File: config.mk
export PLATFORM = sky130hd
export DESIGN_NAME = hwag_spi_tx_data_frame
export DESIGN_NICKNAME = d
export VERILOG_FILES = /design/src/rtl/hwag_spi_pkg.sv /design/src/rtl/crc8_byte.sv /design/src/rtl/hwag_spi_tx_data_frame.sv
export SDC_FILE = /design/constraint.sdc
export NUM_CORES = 1
export LEC_CHECK = 0
export BUFFER_PORTS_ARGS = -buffer_cell sky130_fd_sc_hd__buf_2
export CORE_ASPECT_RATIO = 0.7
export CORE_MARGIN = 5
export CORE_UTILIZATION = 52
export CTS_BUF_LIST = sky130_fd_sc_hd__clkbuf_16
export DETAILED_ROUTE_END_ITERATION = 12
export PLACE_DENSITY_LB_ADDON = 0.12
export SKIP_CTS_REPAIR_TIMING = 1
export SYNTH_ARGS = -nofsm -noshare
export SYNTH_HDL_FRONTEND = slang
export SYNTH_SLANG_ARGS = --single-unit
export TNS_END_PERCENT = 30
File: constraint.sdc
create_clock -name clk -period 2.3 [get_ports clk]
set_clock_uncertainty 0.05 [all_clocks]
set_input_delay 0.23 -clock clk [delete_from_list [all_inputs] [get_ports clk]]
set_output_delay 0.23 -clock clk [all_outputs]
set_load 0.1 [all_outputs]
File: src/rtl/hwag_spi_pkg.sv
// Shared SPI frame definitions for the rx decoder and the tx frame builder.
// Latency: n/a (types and constants only).
// Backpressure: n/a.
package hwag_spi_pkg;

    localparam logic [7:0] CMD_READ    = 8'h01;
    localparam logic [7:0] CMD_WRITE   = 8'h02;

    // STATUS, ADDR, DATA[31:24..7:0], CRC
    localparam int         FRAME_BYTES = 7;
    localparam logic [7:0] CRC8_POLY   = 8'h07;

    // STATUS byte bit positions; [7:4] carry the frame sequence counter
    localparam int ST_CRC_OK  = 0;
    localparam int ST_VALID   = 1;
    localparam int ST_TIMEOUT = 2;
    localparam int ST_BUSY    = 3;
    localparam int ST_SEQ_LSB = 4;

    typedef enum logic [1:0] {
        IDLE  = 2'd0,
        FETCH = 2'd1,
        READY = 2'd2
    } fetch_state_t;

endpackage

File: src/rtl/crc8_byte.sv
// One-byte CRC-8 step (poly from package, MSB first, no reflection, no final XOR).
// Latency: combinational.
// Backpressure: none.
// Ports: crc_in - running CRC, byte_in - byte to absorb, crc_out - updated CRC.
module crc8_byte (
    input  logic [7:0] crc_in,
    input  logic [7:0] byte_in,
    output logic [7:0] crc_out
);
    import hwag_spi_pkg::*;

    always_comb begin
        logic [7:0] c;
        c = crc_in ^ byte_in;
        for (int i = 0; i < 8; i++) begin
            c = c[7] ? ({c[6:0], 1'b0} ^ CRC8_POLY) : {c[6:0], 1'b0};
        end
        crc_out = c;
    end

endmodule

File: src/rtl/hwag_spi_tx_data_frame.sv
// Builds the 7-byte slave response frame STATUS:ADDR:DATA32:CRC8 and runs the register fetch behind it.
// Latency: frame snapshot at ss fall; each byte presented combinationally from the byte index; read request 1 clk after the READ frame ends.
// Backpressure: bytes advance only on spi_tx; fetch holds rd_req until rd_ack or RD_TIMEOUT clks.
// Ports: clk/nrst (sync, active low); spi_ss/spi_ss_rise/spi_tx from spi_slave, spi_bus_in to its shifter;
//        rx_cmd/rx_addr/rx_crc_equal from the rx decoder; rd_req/rd_addr/rd_data/rd_ack to the register file;
//        tx_frame_done pulses once the CRC byte has been taken.
module hwag_spi_tx_data_frame #(
    parameter int         RD_TIMEOUT = 16,
    parameter logic [7:0] CMD_READ   = hwag_spi_pkg::CMD_READ
) (
    input  logic        clk,
    input  logic        nrst,
    input  logic        spi_ss,
    input  logic        spi_ss_rise,
    input  logic        spi_tx,
    output logic [7:0]  spi_bus_in,
    input  logic [7:0]  rx_cmd,
    input  logic [7:0]  rx_addr,
    input  logic        rx_crc_equal,
    output logic        rd_req,
    output logic [7:0]  rd_addr,
    input  logic [31:0] rd_data,
    input  logic        rd_ack,
    output logic        tx_frame_done
);
    import hwag_spi_pkg::*;

    localparam int         TW      = $clog2(RD_TIMEOUT + 1);
    localparam logic [2:0] IDX_CRC = 3'(FRAME_BYTES - 1);
    localparam logic [2:0] IDX_END = 3'(FRAME_BYTES);

    fetch_state_t state_q, state_d;

    logic          ss_q;
    logic [31:0]   data_buf_q;
    logic          valid_q, timeout_q, crc_ok_q;
    logic [3:0]    seq_q;
    logic [TW-1:0] tmo_cnt_q;
    logic [47:0]   frame_q;
    logic          consumed_q;
    logic [2:0]    byte_idx_q;
    logic [7:0]    crc_q, crc_next;
    logic [7:0]    status;

    logic ss_fall, tx_take, rd_go, frame_full, consume, tmo_hit;

    assign ss_fall    = ss_q & ~spi_ss;
    assign tx_take    = spi_tx & ~spi_ss & ~ss_fall;
    assign rd_go      = spi_ss_rise & rx_crc_equal & (rx_cmd == CMD_READ);
    assign frame_full = (byte_idx_q == IDX_END);
    // consumed_q is only ever set from a snapshot taken in READY, so this
    // retires exactly the buffer that went out on the wire
    assign consume    = spi_ss_rise & frame_full & consumed_q;
    assign tmo_hit    = (state_q == FETCH) & ~rd_ack & (tmo_cnt_q == TW'(RD_TIMEOUT - 1));

    always_comb begin
        status                  = '0;
        status[ST_CRC_OK]       = crc_ok_q;
        status[ST_VALID]        = valid_q;
        status[ST_TIMEOUT]      = timeout_q;
        status[ST_BUSY]         = (state_q == FETCH);
        status[ST_SEQ_LSB +: 4] = seq_q;
    end

    always_comb begin
        case (byte_idx_q)
            3'd0:    spi_bus_in = frame_q[47:40];
            3'd1:    spi_bus_in = frame_q[39:32];
            3'd2:    spi_bus_in = frame_q[31:24];
            3'd3:    spi_bus_in = frame_q[23:16];
            3'd4:    spi_bus_in = frame_q[15:8];
            3'd5:    spi_bus_in = frame_q[7:0];
            3'd6:    spi_bus_in = crc_q;
            default: spi_bus_in = 8'hFF;
        endcase
    end

    crc8_byte u_crc8 (
        .crc_in  (crc_q),
        .byte_in (spi_bus_in),
        .crc_out (crc_next)
    );

    always_comb begin
        state_d = state_q;
        case (state_q)
            IDLE:    if (rd_go) state_d = FETCH;
            FETCH:   if (rd_go) state_d = FETCH;
                     else if (rd_ack || tmo_hit) state_d = READY;
            READY:   if (rd_go) state_d = FETCH;
                     else if (consume) state_d = IDLE;
            default: state_d = IDLE;
        endcase
    end

    always_ff @(posedge clk) begin
        if (!nrst) state_q <= IDLE;
        else       state_q <= state_d;
    end

    always_ff @(posedge clk) begin
        if (!nrst) begin
            ss_q          <= 1'b1;  // idle level, so a held-low ss after reset snapshots the cleared state
            rd_req        <= 1'b0;
            rd_addr       <= '0;
            data_buf_q    <= '0;
            valid_q       <= 1'b0;
            timeout_q     <= 1'b0;
            crc_ok_q      <= 1'b0;
            seq_q         <= '0;
            tmo_cnt_q     <= '0;
            frame_q       <= '0;
            consumed_q    <= 1'b0;
            byte_idx_q    <= '0;
            crc_q         <= '0;
            tx_frame_done <= 1'b0;
        end else begin
            ss_q          <= spi_ss;
            tx_frame_done <= 1'b0;

            if (spi_ss_rise) begin
                crc_ok_q <= rx_crc_equal;
                if (frame_full) seq_q <= seq_q + 4'd1;
            end

            // a new READ always wins: old buffer is dropped and the fetch (re)starts
            if (rd_go) begin
                rd_addr    <= rx_addr;
                rd_req     <= 1'b1;
                data_buf_q <= '0;
                valid_q    <= 1'b0;
                timeout_q  <= 1'b0;
                tmo_cnt_q  <= '0;
            end else if (state_q == FETCH) begin
                if (rd_ack) begin
                    data_buf_q <= rd_data;
                    valid_q    <= 1'b1;
                    rd_req     <= 1'b0;
                end else if (tmo_hit) begin
                    data_buf_q <= '0;
                    timeout_q  <= 1'b1;
                    valid_q    <= 1'b1;
                    rd_req     <= 1'b0;
                end else begin
                    tmo_cnt_q  <= tmo_cnt_q + TW'(1);
                end
            end else if (consume) begin
                valid_q   <= 1'b0;
                timeout_q <= 1'b0;
            end

            // frame is frozen at ss fall; later fetch results wait for the next frame
            if (ss_fall) begin
                frame_q    <= {status, rd_addr, data_buf_q};
                consumed_q <= valid_q;
                byte_idx_q <= '0;
                crc_q      <= '0;
            end else begin
                if (consume) consumed_q <= 1'b0;
                if (tx_take) begin
                    if (byte_idx_q < IDX_CRC)   crc_q         <= crc_next;
                    if (byte_idx_q == IDX_CRC)  tx_frame_done <= 1'b1;
                    if (byte_idx_q != IDX_END)  byte_idx_q    <= byte_idx_q + 3'd1;
                end
            end
        end
    end

endmodule

==> results of run 1 <==
## power breakdown
part	switching, W	leakage, nW	total [W]	internal [W]
Combinational	0.000208	1.61	0.000369	0.000161
Clock	0.000946	0.260	0.00241	0.00147
Sequential	0.00000492	0.944	0.00204	0.00203
## Yosys cell counts, types with 2 or more instances
cell | count | area share (%)
nand3_1 | 9 | 0.85
a2111o_1 | 2 | 0.43
nand4_1 | 4 | 0.47
nor2_1 | 53 | 3.8
nor3_1 | 2 | 0.19
nor2b_1 | 11 | 1.3
a21oi_1 | 11 | 1.0
a22oi_1 | 39 | 5.6
nand3b_1 | 5 | 0.71
nand2b_1 | 5 | 0.59
a32o_1 | 2 | 0.38
o211ai_1 | 3 | 0.43
a311o_1 | 2 | 0.38
buf_2 | 5 | 0.47
xnor2_1 | 13 | 2.2
or2_2 | 2 | 0.24
xor2_1 | 5 | 0.83
a221oi_1 | 7 | 1.2
inv_1 | 11 | 0.78
o21a_1 | 2 | 0.28
clkbuf_1 | 29 | 2.1
ha_1 | 9 | 2.1
dfxtp_1 | 117 | 44
buf_6 | 4 | 0.85
nand2_1 | 121 | 8.6
o21ai_0 | 5 | 0.47
mux2i_1 | 15 | 2.8
o21ai_1 | 5 | 0.47
a211oi_2 | 2 | 0.47
a211oi_1 | 3 | 0.43
a21boi_0 | 51 | 7.3
nor4_1 | 3 | 0.36
a32oi_1 | 3 | 0.50
and2_1 | 5 | 0.59
## flip-flops by register name, summed over array words and instances (netlist names)
signal	cells
crc_q	8
frame_q	48
rd_addr	8
consumed_q	1
rd_req	1
state_q	2
crc_ok_q	1
timeout_q	1
byte_idx_q	3
valid_q	1
seq_q	4
tmo_cnt_q	5
ss_q	1
data_buf_q	32
tx_frame_done	1
## critical path, delay by kind of cell (launching register included)
family	cells	cell delay, ns
xor+xnor	2	0.46
simple gates	1	0.24
flops	1	0.36
fa+ha+maj	1	0.20
buf+inv	4	0.57
mux	2	0.50
compound gates	2	0.14
## through the flow
step | hold slack (ns) | TNS, ns | area (um^2)
after floorplan | 0.2815 | -1.420 | 5313
after global placement | 0.3968 | -1.512 | 6237
after detailed placement | 0.4033 | -2.089 | 6237
after CTS | -0.01585 | -4.770 | 6777
after global routing | 0.001607 | -4.401 | 7141
final | -0.004245 | -3.275 | 7141
## layout by cell type (no fill, tap or decap), types with 5 or more instances in the layout
cell	count
nand2_1	120
dfxtp_1	115
buf_2	64
buf_4	53
a21boi_0	51
nor2_1	50
a22oi_1	37
clkbuf_16	17
mux2i_1	15
buf_6	11
nor2b_1	10
xnor2_1	10
buf_12	10
a21oi_1	9
nand3_1	9
inv_1	7
a221oi_2	5
nand3b_1	5
clkinvlp_4	5
o21ai_1	5
nand2b_1	5
and2_1	5
ha_4	5
## area by class of cell
class                           instances  area share (%)
Multi-Input combinational cell        426           41.79
Sequential cell                       117           32.91
Timing Repair Buffer                  139           14.81
Clock buffer                           17           5.958
Tap cell                              128           2.243
Clock inverter                         14           1.595
Inverter                               11          0.7009
## logic make-up (layout without fill, tap and decap cells)
family	Yosys count	after routing
AOI/OAI and AO/OA	146	146
xor gates and xnor gates	21	21
adders and majority gates	9	9
buffers and inverters	51	181
DFF	117	117
muxes	17	17
and+or+nand+nor	233	233
## worst paths after layout
path / slack (ns) / cells after the start / endpoint / start
min: -0.004 / 2 / ss_q$_SDFF_PN1_ / nrst
max: -0.32 / 12 / crc_q[1]$_SDFFE_PP0P_ / byte_idx_q[1]$_SDFFE_PP0P_
min reg2reg: 0.41 / 2 / frame_q[12]$_SDFFE_PN0P_ / data_buf_q[12]$_SDFFE_PP0P_
max reg2reg: -0.32 / 12 / crc_q[1]$_SDFFE_PP0P_ / byte_idx_q[1]$_SDFFE_PP0P_
## routing by layer
metal  wire, um  share of wire (%)  up-vias  global-route usage (%)
met4        112               0.77        0                   7.612
met3        741                5.1       15                   4.886
li1           -                  -     2304                       -
met2       6348                 44      126                   35.54
met1       7253                 50     2226                   35.84
met5          0                  0        -                       0
==> impl_metrics.json, run 1 <==
{
  "run_status": "finished, violations left",
  "violations": "hold timing, setup timing",
  "power.density_mw_per_mm2": 674.6,
  "area_growth_pct": 35.49,
  "syn_inst": 594,
  "h-tree-depth": 4,
  "routed_wl_um": 14460,
  "drv_slew": 0,
  "viasPerCell": 5.482,
  "vias": 4671,
  "io_pins": 73,
  "groute.usage.overall_pct": 24.36,
  "syn_area_per_cell_um2": 8.872,
  "worstMarginPinSlew_ns": 0.6152,
  "clockBufferDepth": 2,
  "power_w": 0.004817,
  "multi_input_area_mm2": 0.002984,
  "cts_sinks": 117,
  "fin_util_pct": 72.89,
  "synthDistinctLibCells": 63,
  "place_inst": 812,
  "drc": 0,
  "synth-simple-area-share_pct": 20.16,
  "synth_fa_ha_area_share_pct": 2.137,
  "die_w_um": 130.3,
  "grt_pass1_wl_um": 22970,
  "async_flop_share_pct": 0,
  "drive_above_1_share_pct": 31.35,
  "num_rows": 30,
  "synth_top_family_by_area": "compound AO/OA/AOI/OAI gates",
  "rsz0062_at_grt": "true",
  "cts_buffers": 17,
  "fp.dieArea_mm2": 0.01228,
  "fin_cells": 852,
  "port_buffers": 72,
  "cp_slowest_stage_delay_ns": 0.36,
  "cts_tree": "built",
  "finalCritPeriodShare_pct": 114.0,
  "ys_seq_elements": 117,
  "worstPathCellList": "buf_6, ha_4, buf_8, nor4_4, buf_4, buf_6, a221oi_4, o21ai_4, xor2_4, xor2_2, mux2i_1, mux2i_1",
  "first_global_vias": 4405,
  "slew-limit-headroom_pct": 58.90,
  "yosysSeqAreaShare_pct": 44.44,
  "synthXorXnorAreaFrac_pct": 4.250,
  "cp.required_ns": 2.57,
  "power_leakage_nw": 2.817,
  "clkSlewWorstSetupHoldPaths_ns": 0.05,
  "antenna_left": 0,
  "gp_congestion": 0.8665,
  "fin_crit_ns": 2.622,
  "syn_area_mm2": 0.005270,
  "worstPathMaxFanout": 8,
  "fill_cells": 727,
  "fmax_mhz": 381.4,
  "cap_violations": 0,
  "synth_compound_area_share_pct": 21.27,
  "crit_type": "reg -> reg",
  "cts_root_buf": "clkbuf_16",
  "layout.nets": 776,
  "holdWs_ns": -0.004245,
  "synth.mux.area_fraction_pct": 3.348,
  "grt_max_degree": 41,
  "finalHoldViolations": 1,
  "chipHeight_um": 94.23,
  "ir_worst_vdd_mv": 0.6379,
  "firstDrtPassIters": 5,
  "place_ws_ns": -0.3479,
  "fp.coreArea_mm2": 0.009797,
  "worst_ep_arrival_time_ns": 2.89,
  "grt_remaining_overflow": 0,
  "setup_ws_ns": -0.3220,
  "synth_ff_type": "dfxtp_1",
  "post_drt_wl_per_cell_um": 16.97,
  "drt_iter0_drc": 316,
  "start_util_pct": 53.79,
  "ys_warn_count": 0,
  "worstSetupEndpointType": "flip-flop",
  "regArea_mm2": 0.002350,
  "antenna_found_initial": 0,
  "setup_viol": 16,
  "worstSetupStartpointType": "flip-flop",
  "crit_slowest_cell": "dfxtp_4",
  "syn_nets": 658,
  "antenna_cells": 0,
  "hold_path_class": "in -> reg",
  "dp_hpwl_um": 10350,
  "clk_latency_ns": 0.41,
  "synth_edf_count": 0
}
Power figures use the tool's default switching activity.
==> run 2: changes to the inputs <==
PLACE_DENSITY = 0.79   (was not set)
PLACE_DENSITY_LB_ADDON = not set   (was 0.12)
==> impl_metrics.json, run 2 (synthesis gave the netlist of run 1 again) <==
{
  "drv_slew": 0,
  "h-tree-depth": 4,
  "crit_type": "reg -> reg",
  "cts_tree": "built",
  "antenna_left": 0,
  "run_status": "finished, violations left",
  "worstSetupEndpointType": "flip-flop",
  "power_leakage_nw": 2.820,
  "place_inst": 804,
  "drc": 0,
  "clk_latency_ns": 0.42,
  "tns_ns": -4.687,
  "io_pins": 73,
  "reg_top3": "frame_q: 48 flops, data_buf_q: 32 flops",
  "groute.usage.overall_pct": 23.61,
  "grt_max_degree": 41,
  "area_growth_pct": 34.71,
  "grt_remaining_overflow": 0,
  "clkSlewWorstSetupHoldPaths_ns": 0.06,
  "rsz0062_at_grt": "true",
  "ir_worst_vdd_mv": 0.6333,
  "largest_reg_flops": 48,
  "fin_util_pct": 72.46,
  "vias": 4753,
  "worstSetupStartpointType": "flip-flop",
  "cp.required_ns": 2.60,
  "port_buffers": 72,
  "clockBufferDepth": 2,
  "finalCritPeriodShare_pct": 117.0,
  "layout.nets": 771,
  "cts_buffers": 17,
  "num_rows": 30,
  "die_w_um": 130.3,
  "layout_commonest_cell": "nand2_1",
  "firstDrtPassIters": 6,
  "cts_root_buf": "clkbuf_16",
  "chipHeight_um": 94.23,
  "grt_pass1_wl_um": 22390,
  "antenna_found_initial": 0,
  "fin_cells": 848,
  "fmax_mhz": 371.8,
  "viasPerCell": 5.605,
  "drt_iter0_drc": 473,
  "post_drt_wl_per_cell_um": 17.62,
  "power_w": 0.004952,
  "cap_violations": 0,
  "start_util_pct": 53.79,
  "worst_ep_arrival_time_ns": 2.99,
  "first_global_vias": 4400,
  "layout_common_cells": "120 x nand2_1, 115 x dfxtp_1, 64 x buf_2, 51 x a21boi_0, 50 x nor2_1",
  "cts_sinks": 117,
  "setup_viol": 16,
  "finalHoldViolations": 0,
  "fp.dieArea_mm2": 0.01228,
  "dp_hpwl_um": 10070,
  "setup_ws_ns": -0.3899,
  "hold_path_class": "in -> reg",
  "violations": "setup timing",
  "regArea_mm2": 0.002350,
  "fp.coreArea_mm2": 0.009797,
  "drive_above_1_share_pct": 30.83,
  "worstMarginPinSlew_ns": 0.6496,
  "gp_congestion": 0.9652,
  "slew-limit-headroom_pct": 56.50,
  "top_register": "frame_q",
  "routed_wl_um": 14940,
  "fin_crit_ns": 2.690,
  "power.density_mw_per_mm2": 697.5,
  "multi_input_area_mm2": 0.002962,
  "fill_cells": 678,
  "antenna_cells": 0,
  "worstPathMaxFanout": 7
}
-- run 2: where the power goes --
| group | internal (W) | total (W) | switching [W] |
|---|---|---|---|
| sequential | 0.00203 | 0.00204 | 0.00000509 |
| combinational | 0.000158 | 0.000368 | 0.000210 |
| clock | 0.00158 | 0.00255 | 0.000971 |
| total | 0.00377 | 0.00495 | 0.00119 |
-- run 2: cell type report --
cell class	count	area share (%)
clock buffer	17	5.992
clock inverter	15	1.974
inverter	11	0.7050
multi-input combinational	426	41.72
sequential	117	33.10
tap	128	2.256
timing repair buffer	134	14.26
-- run 2: final timing paths --
check	startpoint	cells after the start	endpoint	slack, ns
setup / recovery	byte_idx_q[0]$_SDFFE_PP0P_	12	crc_q[7]$_SDFFE_PP0P_	-0.39
hold / removal	rd_data[23]	3	data_buf_q[23]$_SDFFE_PP0P_	0.007
setup reg to reg	byte_idx_q[0]$_SDFFE_PP0P_	12	crc_q[7]$_SDFFE_PP0P_	-0.39
hold reg to reg	rd_req$_SDFFE_PN0P_	2	rd_req$_SDFFE_PN0P_	0.41
-- run 2: per-stage QoR --
stage | hold slack, ns | worst slack [ns] | cell area, um^2
global placement | 0.4015 | -0.1974 | 6160
detailed placement | 0.4051 | -0.3737 | 6160
CTS | -0.0002759 | -0.4721 | 6725
global route | 0.006061 | -0.4227 | 7099
floorplan | 0.2815 | -0.3133 | 5313
finish | 0.006687 | -0.3899 | 7099
-- run 2: metal layers --
metal	track usage, %	up-vias	wire length [um]
met5	0	-	0
met4	7.439	0	273
met3	7.216	29	1110
met2	34.85	185	6716
li1	-	2286	-
met1	32.84	2253	6840
-- run 2: critical path: stages, from the launching register on --
cell      delay (ns)
dfxtp_4         0.37
inv_2           0.05
buf_6           0.11
ha_4            0.16
buf_12          0.13
buf_4           0.15
a221oi_1        0.37
buf_4           0.19
o21ai_4         0.08
xor2_4          0.25
xnor3_1         0.39
nor4_2          0.15
o21bai_1        0.14
==> run 3: changes to the inputs <==
CORE_UTILIZATION = 51   (was 52)
PLACE_DENSITY = 0.78   (was 0.79)
SYNTH_HIERARCHICAL = 1   (was not set)
==> impl_metrics.json, run 3 <==
{
  "first_global_vias": 4471,
  "yosysTopAreaCellShare_pct": 46.98,
  "chipHeight_um": 92.73,
  "syn_inst": 608,
  "finalHoldViolations": 0,
  "yosys.area.top_type": "dfxtp_1",
  "gp_congestion": 0.9522,
  "vias": 4700,
  "clk_latency_ns": 0.41,
  "cap_violations": 0,
  "worstSetupEndpointType": "primary output",
  "groute.usage.overall_pct": 23.11,
  "worstSetupStartpointType": "flip-flop",
  "drc": 0,
  "wl_met2_um": 6256,
  "syn_area_mm2": 0.004986,
  "reg_top3": "frame_q: 48 flops, data_buf_q: 32 flops",
  "cts_tree": "built",
  "fin_crit_ns": 2.552,
  "fp.dieArea_mm2": 0.01189,
  "cp.required_ns": 2.02,
  "holdWs_ns": 0.0001249,
  "topRoutingLayerUsed": "met4",
  "violations": "setup timing",
  "syn_nets": 672,
  "cts_sinks": 117,
  "yosysMostFrequentCell": "nand2_1",
  "worstMarginPinSlew_ns": 0.6333,
  "finalCritPeriodShare_pct": 110.9,
  "ir_worst_vdd_mv": 0.5333,
  "power_leakage_nw": 2.467,
  "start_util_pct": 51.89,
  "synth_commonest_cells": "159 x nand2_1, 117 x dfxtp_1, 97 x a21oi_1",
  "dp_hpwl_um": 9282,
  "setup_viol": 16,
  "wl_met3_um": 997,
  "antenna_left": 0,
  "syn_area_per_cell_um2": 8.201,
  "drt-met1-wl_um": 6596,
  "firstDrtPassIters": 5,
  "synth_ff_type": "dfxtp_1",
  "worst_ep_arrival_time_ns": 2.27,
  "post_drt_wl_per_cell_um": 16.72,
  "worstPathMaxFanout": 7,
  "antenna_found_initial": 0,
  "drt_iter0_drc": 341,
  "slew-limit-headroom_pct": 57.78,
  "ys_seq_elements": 117,
  "top_register": "frame_q",
  "crit_type": "reg -> out",
  "synth_edf_count": 0,
  "grt_max_degree": 55,
  "drive_above_1_share_pct": 27.45,
  "largest_reg_flops": 48,
  "fmax_mhz": 391.9,
  "cts_buffers": 17,
  "io_pins": 73,
  "h-tree-depth": 4,
  "grt_remaining_overflow": 0,
  "viasPerCell": 5.582,
  "clkSlewWorstSetupHoldPaths_ns": 0.05,
  "antenna_cells": 0,
  "power.density_mw_per_mm2": 706.1,
  "fp.coreArea_mm2": 0.009609,
  "die_w_um": 128.2,
  "drv_slew": 0,
  "place_ws_ns": -0.2673,
  "ys_warn_count": 6,
  "layout_common_cells": "159 x nand2_1, 114 x dfxtp_1, 97 x a21oi_1, 64 x buf_2, 47 x o21ai_0",
  "setup_ws_ns": -0.2516,
  "yosysSeqAreaShare_pct": 46.98,
  "area_growth_pct": 33.07,
  "layout.nets": 767,
  "rsz0062_at_grt": "true",
  "port_buffers": 72,
  "fill_cells": 791,
  "ys_top_cells_by_area": "dfxtp_1 47%, nand2_1 12%, a21oi_1 9.7%",
  "clockBufferDepth": 2,
  "num_rows": 30,
  "cts_root_buf": "clkbuf_16",
  "synthDistinctLibCells": 41,
  "async_flop_share_pct": 0,
  "hold_path_class": "in -> reg",
  "routed_wl_um": 14080,
  "run_status": "finished, violations left",
  "grt_pass1_wl_um": 21950,
  "layout_commonest_cell": "nand2_1"
}
==> run 3: critical path: stages, from the launching register on <==
cell and delay, ns:
dfxtp_4 0.38, inv_2 0.08, ha_4 0.17, or4_4 0.55, buf_6 0.16, o2111ai_2 0.16, buf_4 0.19, buf_12 0.16
==> run 3: stage by stage <==
step	instance area (um^2)	utilization (%)	std cells	TNS (ns)	total power (W)
floorplan	5057	-	608	-9.772	0.002239
global placement	5836	60.73	809	-0.9809	0.002352
detailed placement	5836	60.73	809	-1.623	0.002356
CTS	6356	66.15	839	-4.663	0.004698
global route	6635	69.05	842	-3.743	0.004825
finish	6635	69.05	842	-2.688	0.004685
==> run 3: final timing paths <==
| kind | start | end | slack (ns) | depth (start not counted) |
|---|---|---|---|---|
| worst max register to register | byte_idx_q[0]$_SDFFE_PP0P_ | crc_q[2]$_SDFFE_PP0P_ | -0.23 | 11 |
| worst min register to register | data_buf_q[23]$_SDFFE_PP0P_ | frame_q[23]$_SDFFE_PN0P_ | 0.40 | 2 |
| worst min-delay path | rd_data[22] | data_buf_q[22]$_SDFFE_PP0P_ | 0.0001 | 3 |
| worst max-delay path | byte_idx_q[1]$_SDFFE_PP0P_ | spi_bus_in[7] | -0.25 | 7 |
==> run 3: metal layers <==
layer,vias to the layer above,track usage (%)
met5,-,0
li1,2273,-
met4,0,7.686
met1,2223,32.51
met2,180,33.88
met3,24,6.628
==> run 3: cells by family (layout without fill, tap and decap cells) <==
group | after synthesis | in the layout | share of synthesized area [%]
buffers and inverters | 49 | 155 | 3.814
AO/OA/AOI/OAI | 173 | 173 | 19.25
adder cells (fa/ha/maj) | 9 | 9 | 2.259
multiplexers | 18 | 18 | 3.840
flip-flops | 117 | 117 | 46.98
AND/OR/NAND/NOR | 217 | 217 | 19.02
XOR/XNOR | 25 | 25 | 4.843
==> run 3: area by class of cell <==
class,instances,area [um^2],area share [%]
repair buffers,118,870.8,13.12
flip-flops and latches,117,2351,35.43
clock inverters,13,95.09,1.433
clock buffers,17,425.4,6.411
multi-input cells,442,2701,40.71
well taps,128,160.2,2.414
inverters,7,31.28,0.4714
==> run 3: power by group <==
group	internal (W)	switching [W]
registers	0.00203	0.00000509
clock network	0.00144	0.000908
logic	0.000115	0.000183
total	0.00359	0.00110
